[src/rtl/tmr_pkg.sv]
// tmr_pkg: shared state encoding, event ids and helpers for the TMR fault monitor.
package tmr_pkg;
    typedef enum logic [1:0] {
        ST_OK       = 2'd0,
        ST_SUSPECT  = 2'd1,
        ST_DEGRADED = 2'd2,
        ST_FAILED   = 2'd3
    } tmr_state_e;

    localparam logic [1:0] EVT_TRIPLE = 2'd0;
    localparam logic [1:0] EVT_R1     = 2'd1;
    localparam logic [1:0] EVT_R2     = 2'd2;
    localparam logic [1:0] EVT_R3     = 2'd3;

    function automatic logic [1:0] popcnt3(input logic [2:0] v);
        return {1'b0, v[0]} + {1'b0, v[1]} + {1'b0, v[2]};
    endfunction
endpackage

[src/rtl/tmr_disagree_classifier.sv]
// tmr_disagree_classifier: combinational vote telling which single replica disagrees, or that all three differ.
module tmr_disagree_classifier #(
    parameter int WIDTH = 128
) (
    input  logic [WIDTH-1:0] q_1,
    input  logic [WIDTH-1:0] q_2,
    input  logic [WIDTH-1:0] q_3,
    output logic [2:0]       single,
    output logic             triple
);
    logic eq12, eq13, eq23;

    always_comb begin
        eq12 = q_1 == q_2;
        eq13 = q_1 == q_3;
        eq23 = q_2 == q_3;
        // The odd one out is the replica excluded from the only agreeing pair.
        single[0] = eq23 & ~eq12;
        single[1] = eq13 & ~eq12;
        single[2] = eq12 & ~eq13;
        triple    = ~eq12 & ~eq13 & ~eq23;
    end
endmodule

[src/rtl/tmr_fault_monitor.sv]
// tmr_fault_monitor: counts replica disagreements, tracks replica health and
// reports each fault through a single-entry valid/ready event slot.
module tmr_fault_monitor
    import tmr_pkg::*;
#(
    parameter int WIDTH       = 128,
    parameter int CNT_W       = 8,
    parameter int FAIL_THRESH = 4,
    parameter int QUIET       = 16
) (
    input  logic             clk,
    input  logic             rst,
    input  logic             sample_en,
    input  logic [WIDTH-1:0] q_1,
    input  logic [WIDTH-1:0] q_2,
    input  logic [WIDTH-1:0] q_3,
    input  logic             clear,
    input  logic             evt_ready,
    output logic             evt_valid,
    output logic [1:0]       evt_id,
    output logic             evt_overflow,
    output logic [1:0]       state,
    output logic [2:0]       fail_mask,
    output logic [CNT_W-1:0] fault_cnt_1,
    output logic [CNT_W-1:0] fault_cnt_2,
    output logic [CNT_W-1:0] fault_cnt_3
);
    localparam int QW = $clog2(QUIET + 1);
    localparam logic [CNT_W-1:0] CNT_MAX = '1;

    logic [2:0] single, smp_single;
    logic       triple, smp_triple, smp_fault, consume;
    logic [1:0] n_fail;

    tmr_state_e             state_q, state_d;
    logic [2:0][CNT_W-1:0]  cnt_q, cnt_d;
    logic [2:0]             mask_q, mask_d;
    logic [QW-1:0]          quiet_q, quiet_d;
    logic                   evt_valid_q, evt_valid_d;
    logic [1:0]             evt_id_q, evt_id_d;
    logic                   ovf_q, ovf_d;

    tmr_disagree_classifier #(.WIDTH(WIDTH)) u_classifier (
        .q_1    (q_1),
        .q_2    (q_2),
        .q_3    (q_3),
        .single (single),
        .triple (triple)
    );

    always_comb begin
        smp_single = sample_en ? single : 3'b000;
        smp_triple = sample_en & triple;
        smp_fault  = (smp_single != 3'b000) | smp_triple;
        for (int i = 0; i < 3; i++) begin
            cnt_d[i]  = cnt_q[i] + CNT_W'(smp_single[i] && cnt_q[i] != CNT_MAX);
            mask_d[i] = mask_q[i] | (cnt_d[i] >= CNT_W'(FAIL_THRESH));
        end
        n_fail  = popcnt3(mask_d);
        state_d = state_q;
        quiet_d = '0;
        if (state_q == ST_FAILED || smp_triple || n_fail >= 2'd2)
            state_d = ST_FAILED;
        else if (state_q == ST_DEGRADED || n_fail == 2'd1)
            state_d = ST_DEGRADED;
        else if (smp_single != 3'b000)
            state_d = ST_SUSPECT;
        else if (state_q == ST_SUSPECT) begin
            quiet_d = sample_en ? quiet_q + 1'b1 : quiet_q;
            state_d = quiet_d == QW'(QUIET) ? ST_OK : ST_SUSPECT;
            quiet_d = quiet_d == QW'(QUIET) ? '0 : quiet_d;
        end
        // A consumed slot frees up on the same edge, so a new fault can take it.
        consume     = evt_valid_q & evt_ready;
        evt_valid_d = evt_valid_q & ~consume;
        evt_id_d    = evt_id_q;
        ovf_d       = ovf_q | (smp_fault & evt_valid_d);
        if (smp_fault && !evt_valid_d) begin
            evt_valid_d = 1'b1;
            evt_id_d    = triple ? EVT_TRIPLE : single[0] ? EVT_R1 : single[1] ? EVT_R2 : EVT_R3;
        end
        if (clear) begin
            state_d     = ST_OK;
            cnt_d       = '0;
            mask_d      = '0;
            quiet_d     = '0;
            evt_valid_d = 1'b0;
            evt_id_d    = EVT_TRIPLE;
            ovf_d       = 1'b0;
        end
    end

    always_ff @(posedge clk or negedge rst) begin
        if (!rst) begin
            state_q     <= ST_OK;
            cnt_q       <= '0;
            mask_q      <= '0;
            quiet_q     <= '0;
            evt_valid_q <= 1'b0;
            evt_id_q    <= EVT_TRIPLE;
            ovf_q       <= 1'b0;
        end else begin
            state_q     <= state_d;
            cnt_q       <= cnt_d;
            mask_q      <= mask_d;
            quiet_q     <= quiet_d;
            evt_valid_q <= evt_valid_d;
            evt_id_q    <= evt_id_d;
            ovf_q       <= ovf_d;
        end
    end

    assign evt_valid    = evt_valid_q;
    assign evt_id       = evt_id_q;
    assign evt_overflow = ovf_q;
    assign state        = state_q;
    assign fail_mask    = mask_q;
    assign fault_cnt_1  = cnt_q[0];
    assign fault_cnt_2  = cnt_q[1];
    assign fault_cnt_3  = cnt_q[2];
endmodule

[config.mk]
export PLATFORM = sky130hd
export DESIGN_NAME = tmr_fault_monitor
export DESIGN_NICKNAME = d
export VERILOG_FILES = /design/src/rtl/tmr_pkg.sv /design/src/rtl/tmr_disagree_classifier.sv /design/src/rtl/tmr_fault_monitor.sv
export SDC_FILE = /design/constraint.sdc
export NUM_CORES = 1
export LEC_CHECK = 0
export CORE_MARGIN = 2
export CORE_UTILIZATION = 25
export DETAILED_ROUTE_END_ITERATION = 7
export GPL_ROUTABILITY_DRIVEN = 0
export PLACE_DENSITY = 0.7
export SYNTH_ARGS = -nofsm -noshare
export SYNTH_HDL_FRONTEND = slang
export SYNTH_HIERARCHICAL = 1
export SYNTH_SLANG_ARGS = --single-unit
export TNS_END_PERCENT = 30
[constraint.sdc]
create_clock -name clk -period 3.81 [get_ports clk]
set_input_delay 0.762 -clock clk [delete_from_list [all_inputs] [get_ports clk]]
set_output_delay 0.762 -clock clk [all_outputs]
set_load 0.005 [all_outputs]
Word-level counts from Yosys, hierarchy flattened
Cells that the tools add are included.
{"block": "word_totals", "regBits": 38, "out_inout_bits": 33, "word_cells": 83}
{"block": "op_classes", "addsub": 6, "order_cmp": 4, "eq_ne": 11, "n_mux": 24, "bitwise_logic": 18, "n_reduce_logical": 11}
{"op": "128-bit == test", "count": 3}
{"op": "5-bit two-way mux", "count": 7}
{"op": "8-bit by 1-bit adder with 8-bit output", "count": 3}
{"op": "8-bit by 3-bit greater-or-equal comparator with 1-bit output, second input constant", "count": 3}
{"op": "24-bit two-way mux", "count": 1}
{"op": "8-bit != test, second input constant", "count": 3}
{"op": "2-bit two-way mux", "count": 9}
{"op": "1-bit bitwise AND", "count": 9}
{"op": "3-bit two-way mux", "count": 2}
{"op": "5-bit by 1-bit adder with 5-bit output, second input constant", "count": 1}
{"op": "5-bit == test, second input constant", "count": 1}
{"op": "1-bit two-way mux", "count": 5}
{"op": "1-bit OR", "count": 5}
{"op": "5-bit nonzero test", "count": 1}
{"op": "2-bit by 1-bit == test with 1-bit output, second input constant", "count": 2}
{"op": "2-bit == test, second input constant", "count": 2}
{"op": "1-bit logical AND", "count": 4}
{"op": "1-bit NOT", "count": 4}
{"op": "1-bit logical OR", "count": 3}
{"op": "3-bit nonzero test", "count": 1}
{"op": "1-bit by 1-bit adder with 2-bit output", "count": 1}
{"op": "2-bit by 1-bit adder with 2-bit output", "count": 1}
{"op": "2-bit greater-or-equal comparator, second input constant", "count": 1}
{"op": "2-bit nonzero test", "count": 1}
{"op": "1-bit zero test", "count": 1}

Longest topological paths before layout
{"block": "logic_depth", "word_depth": 15, "ltp_mapped": 18, "ltp_nobuf": 18}

By module
Netlist, hierarchy kept.
{"mod": "tmr_disagree_classifier", "instances": 1, "cells_each": 529, "area_per_inst_um2": 4231.6, "seq_area_each_um2": 0.0}
{"mod": "tmr_fault_monitor", "instances": 1, "cells_each": 204, "area_per_inst_um2": 2039.5, "seq_area_each_um2": 950.9}

Worst setup path before layout
No wires, ideal clock.
{"block": "synth_timing", "path_type": "input -> register", "startpoint": "input q_2[92]", "endpoint": "register quiet_q[4]", "arrival_time_ns": 4.418, "setup_slack_ns": -0.695, "path_stages": 18, "cell_sequence": "nor2b_1 -> a2111oi_2 -> and4_1 -> nand4_1 -> nor4_2 -> nor2b_1 -> nand2_1 -> a41oi_1 -> ha_1 -> ha_1 -> and3_1 -> nand3_1 -> xor2_1 -> and3_1 -> fa_1 -> nor4bb_1 -> nand3_1 -> nor3_1"}
{"block": "synth_via", "elab_chain_cells": 15, "elab_cells_between_ends": 35, "cone_classes": "add/sub (5); order compare (4); eq/ne (3); mux (5); bitwise (11); reduce/logical (7)"}
{"element": "start, declared", "line_no": "tmr_fault_monitor.sv:15", "rtl": "input logic [WIDTH-1:0] q_2,"}
{"element": "128-bit == test", "line_no": "tmr_disagree_classifier.sv:14", "rtl": "eq12 = q_1 == q_2;"}
{"element": "1-bit NOT", "line_no": "tmr_disagree_classifier.sv:18", "rtl": "single[0] = eq23 & ~eq12;"}
{"element": "1-bit bitwise AND *", "line_no": "tmr_disagree_classifier.sv:18"}
{"element": "via single[0]", "line_no": "tmr_fault_monitor.sv:31", "rtl": "logic [2:0] single, smp_single;"}
{"element": "3-bit two-way mux *", "line_no": "tmr_fault_monitor.sv:52", "rtl": "smp_single = sample_en ? single : 3'b000;"}
{"element": "1-bit logical AND", "line_no": "tmr_fault_monitor.sv:56", "rtl": "cnt_d[i] = cnt_q[i] + CNT_W'(smp_single[i] && cnt_q[i] != CNT_MAX);"}
{"element": "8-bit by 1-bit adder with 8-bit output", "line_no": "tmr_fault_monitor.sv:56"}
{"element": "8-bit by 3-bit greater-or-equal comparator with 1-bit output", "line_no": "tmr_fault_monitor.sv:57", "rtl": "mask_d[i] = mask_q[i] | (cnt_d[i] >= CNT_W'(FAIL_THRESH));"}
{"element": "1-bit OR", "line_no": "tmr_fault_monitor.sv:57"}
{"element": "1-bit by 1-bit adder with 2-bit output", "line_no": "tmr_pkg.sv:16", "rtl": "return {1'b0, v[0]} + {1'b0, v[1]} + {1'b0, v[2]};"}
{"element": "2-bit by 1-bit adder with 2-bit output", "line_no": "tmr_pkg.sv:16"}
{"element": "2-bit by 1-bit == test with 1-bit output", "line_no": "tmr_fault_monitor.sv:64", "rtl": "else if (state_q == ST_DEGRADED || n_fail == 2'd1)"}
{"element": "1-bit logical OR", "line_no": "tmr_fault_monitor.sv:64"}
{"element": "5-bit two-way mux", "line_no": "tmr_fault_monitor.sv:64"}
{"element": "5-bit two-way mux *", "line_no": "tmr_fault_monitor.sv:62", "rtl": "if (state_q == ST_FAILED || smp_triple || n_fail >= 2'd2)"}
{"element": "5-bit two-way mux *", "line_no": "tmr_fault_monitor.sv:82", "rtl": "if (clear) begin"}
{"element": "via quiet_d[4]", "line_no": "tmr_fault_monitor.sv:38", "rtl": "logic [QW-1:0] quiet_q, quiet_d;"}
{"element": "end signal, assigned", "line_no": "tmr_fault_monitor.sv:106", "rtl": "quiet_q <= quiet_d;"}
{"element": "end, declared", "line_no": "tmr_fault_monitor.sv:38"}
The timed path passes the listed nets; every way through them passes the cells marked *.
A chain may end at the register's enable or synchronous reset.

Final worst setup path
{"block": "layout_timing", "startpoint": "input q_1[11]", "endpoint": "register quiet_q[3]"}
{"block": "layout_via", "elab_chain_cells": 15, "elab_cells_between_ends": 35, "cone_classes": "add/sub (5); order compare (4); eq/ne (3); mux (5); bitwise (11); reduce/logical (7)"}
{"element": "start, declared", "line_no": "tmr_fault_monitor.sv:14", "rtl": "input logic [WIDTH-1:0] q_1,"}
{"element": "128-bit == test *", "line_no": "tmr_disagree_classifier.sv:14"}
{"element": "1-bit NOT *", "line_no": "tmr_disagree_classifier.sv:18"}
{"element": "1-bit bitwise AND *", "line_no": "tmr_disagree_classifier.sv:18"}
{"element": "via single[0]", "line_no": "tmr_fault_monitor.sv:31"}
{"element": "3-bit two-way mux *", "line_no": "tmr_fault_monitor.sv:52"}
{"element": "1-bit logical AND", "line_no": "tmr_fault_monitor.sv:56"}
{"element": "8-bit by 1-bit adder with 8-bit output", "line_no": "tmr_fault_monitor.sv:56"}
{"element": "8-bit by 3-bit greater-or-equal comparator with 1-bit output", "line_no": "tmr_fault_monitor.sv:57"}
{"element": "1-bit OR", "line_no": "tmr_fault_monitor.sv:57"}
{"element": "1-bit by 1-bit adder with 2-bit output", "line_no": "tmr_pkg.sv:16"}
{"element": "2-bit by 1-bit adder with 2-bit output", "line_no": "tmr_pkg.sv:16"}
{"element": "2-bit by 1-bit == test with 1-bit output", "line_no": "tmr_fault_monitor.sv:64"}
{"element": "1-bit logical OR", "line_no": "tmr_fault_monitor.sv:64"}
{"element": "5-bit two-way mux", "line_no": "tmr_fault_monitor.sv:64"}
{"element": "5-bit two-way mux *", "line_no": "tmr_fault_monitor.sv:62"}
{"element": "5-bit two-way mux *", "line_no": "tmr_fault_monitor.sv:82"}
{"element": "via quiet_d[3]", "line_no": "tmr_fault_monitor.sv:38"}
Marks and branches as above.

==> metrics.yaml <==
syn2layout_area_growth_pct: 128
synth.yosys.seq_area_share_pct: 15.2
wl_mm: 43.9
final.setup.tns_ns: -7.18
vias_per_cell: 4.98
worstPathRequired_ns: 4.03
cts-root-buf: "clkbuf_16"
antenna_found_initial: 18
nFillCells: 2147
dp_slack_ns: -1.97
cts.path.max_buffers: 2
yosysTopAreaCell: "xnor2_1"
fmax_mhz: 211
slew_viol_final: 0
whs_ns: 0.513
timing.rr.start: "fault_cnt_2[2]"
ys_ff_latch: 38
yosysTopAreaCellShare_pct: 51.4
h-tree-depth: 2
worstHoldEndpoint: "evt_overflow"
dp.cells: 1747
slowest_delay_ns: 0.54
post_drt_wl_per_cell_um: 24.7
cts_inserted_buffers: 5
critical_path_buf_inv_count: 5
grt_pass1_vias: 9272
whs_path_depth: 1
mostFrequentLayoutCells: "281 x buf_4, 250 x xnor2_1, 218 x dlygate4sd2_1, 114 x xnor2_2, 101 x nand4_1"
fin_ws_ns: -0.934
rsz0062_at_grt: "yes"
cpLargestDelayFamily: "simple AND/OR/NAND/NOR gates"
rrSetupSlack_ns: 0.47
die_area_sq_um: 26400
start_util_pct: 25.6
yosys-top-cells-area: "xnor2_1 51%, dfrtp_1 15%, nand4_1 10%"
reg2regPathDepth: 13
fin_crit_ns: 4.74
cts_tree: "yes"
grt_usage_pct: 31.5
drc: 0
stdcell_count: 1781
hold_path_class: "reg2reg"
io_buffers: 421
vdd_drop_max_mv: 0.137
critPathCaptureType: "register"
grt-ovfl-total: 0
drtIter0Drc: 498
die_w_um: 162
pin_count: 422
drive_gt1_share_pct: 41.7
grt_max_degree: 39
period_share_pct: 125
die_h_um: 162
holdCritStartpoint: "evt_overflow"
tightestPinTransition_ns: 0.499
synth_nets: 1130
critical_path.startpoint_type: "primary input"
p_per_area_nw_per_um2: 158
grt_pass1_wl_mm: 59.8
synth_flop_cell: "dfrtp_1"
syn_area_sq_um: 6270
dp_hpwl_mm: 37.0
vias: 8867
syn_area_per_cell_sq_um: 8.56
cap_violations: 0
ant_nets: 0
cts_sinks: 38
mostFrequentLayoutCell: "buf_4"
crit_slowest_cell: "fa_1"
firstDrtPassIters: 5
clock_skew_ns: 0.00517
synth_edf_count: 0
fin_nets: 1844
rows: 57
violations: "negative setup slack"
synth_warnings: 6
outcome: "complete, but fails checks"
r2r_end: "quiet_q[3]"
hold_buffers: 0
synthArstFlopShare_pct: 100
clk_pin_slew_ns: 0.06
setup_viol: 9
path_cells: "dlygate4sd2_1 -> xnor2_2 -> nand4_1 -> nor4_4 -> buf_4 -> nand4_1 -> nor2_2 -> buf_4 -> nor2b_4 -> nand2_2 -> a41oi_2 -> ha_2 -> ha_4 -> buf_4 -> and2_1 -> a21oi_1 -> o31ai_2 -> and3_4 -> fa_1 -> nor4bb_4 -> nand3_2 -> buf_6 -> nor2_4"
worstSkewPairLatency_ns: 0.28
cp_common_cell: "buf_4"
relSlewSlack_pct: 66.8
coreArea_sq_um: 24500
fin_util_pct: 58.5
worst_ep_arrival_time_ns: 4.96
ys_types: 48
worstPathMaxFanout: 4
leakage_nw: 6.32
synthCells: 733
criticalPathCategory: "in2reg"
hold_viol_final: 0
-- Yosys cell counts, types with 2 or more instances --
library cell    n
xor2_1         30
nor2b_1        11
o22ai_1         6
inv_1          14
ha_1            7
dfrtp_1        38
nor3_1          6
a41oi_1         2
and3_1          6
a31oi_1         4
o21ai_0         4
o31ai_1         2
a21boi_0        2
nor4_1         28
mux2i_1         3
a21oi_1         8
nand3_1        13
nand4_1       101
nor2_1         32
and4_1          3
clkbuf_1        3
or3_1           3
a22oi_1         2
nand2_1        11
and2_1          4
xnor2_1       368
-- how the worst max path moves through the flow --
stage / from / endpoint / slack [ns] / depth (start not counted)
2_1_floorplan: q_2[105] / quiet_q[4] / -0.55 / 18
3_3_place_gp: q_2[23] / quiet_q[4] / -1.89 / 20
3_5_place_dp: q_2[23] / quiet_q[4] / -1.97 / 20
4_1_cts: q_3[124] / quiet_q[1] / -0.79 / 21
5_1_grt: q_2[122] / quiet_q[0] / -1.10 / 23
6_report: q_1[11] / quiet_q[3] / -0.93 / 23
-- registers in the layout, indices dropped and copies added, names as in the netlist --
name,count
quiet_q,5
evt_overflow,1
fault_cnt_2,8
fail_mask,3
fault_cnt_3,8
evt_id,2
evt_valid,1
fault_cnt_1,8
state,2
-- worst register-to-register path, delay by kind of cell (launching register included) --
family / cells / cell delay, ns
simple gates: 6 / 1.03
fa+ha+maj: 3 / 0.93
compound gates: 3 / 0.67
flops: 1 / 0.48
buf+inv: 1 / 0.16
-- cell type report --
cell class                      count  area, sq um  share of cell area, %
Multi-Input combinational cell    677         6850                   47.8
Timing Repair Buffer              711         5900                   41.2
Sequential cell                    38          951                   6.65
Tap cell                          324          405                   2.83
Clock buffer                        7          133                  0.927
Inverter                           14         52.6                  0.367
Antenna cell                       10         25.0                  0.175
-- routing by layer --
metal | global-route usage (%) | part of all wire [%] | vias up
met1 | 38.3 | 39 | 4261
met3 | 5.83 | 7.5 | 121
met4 | 10.6 | 4.7 | 6
met5 | 0 | 0.091 | -
li1 | - | - | 4032
met2 | 55.8 | 49 | 447
-- power breakdown --
part	internal [mW]	total [mW]	leakage [nW]	switching (mW)
registers	0.407	0.410	0.527	0.00370
logic	0.791	1.46	5.73	0.667
clock network	0.239	0.393	0.0640	0.154
-- stage by stage --
stage	total power [mW]	cell area (sq um)
after floorplan	0.815	6320
after global placement	1.80	13000
after detailed placement	1.81	13000
after CTS	2.22	14100
after global routing	2.34	14300
final	2.26	14300
-- cell families after synthesis --
logic type                 synth area share (%)
xor gates and xnor gates                   55.6
and+or+nand+nor                            21.2
adders and majority gates                  1.72
AOI/OAI and AO/OA                          4.73
buffers and inverters                      1.10
muxes                                     0.479
DFF                                        15.2
-- what timing repair did --
action | in CTS | in global routing
setup buffers | 21 | 3
pin swaps | 219 | 87
resized for setup | 762 | 138
endpoints found under the setup margin | 33 | 10
No activity file was read; power rests on OpenSTA's default activity.
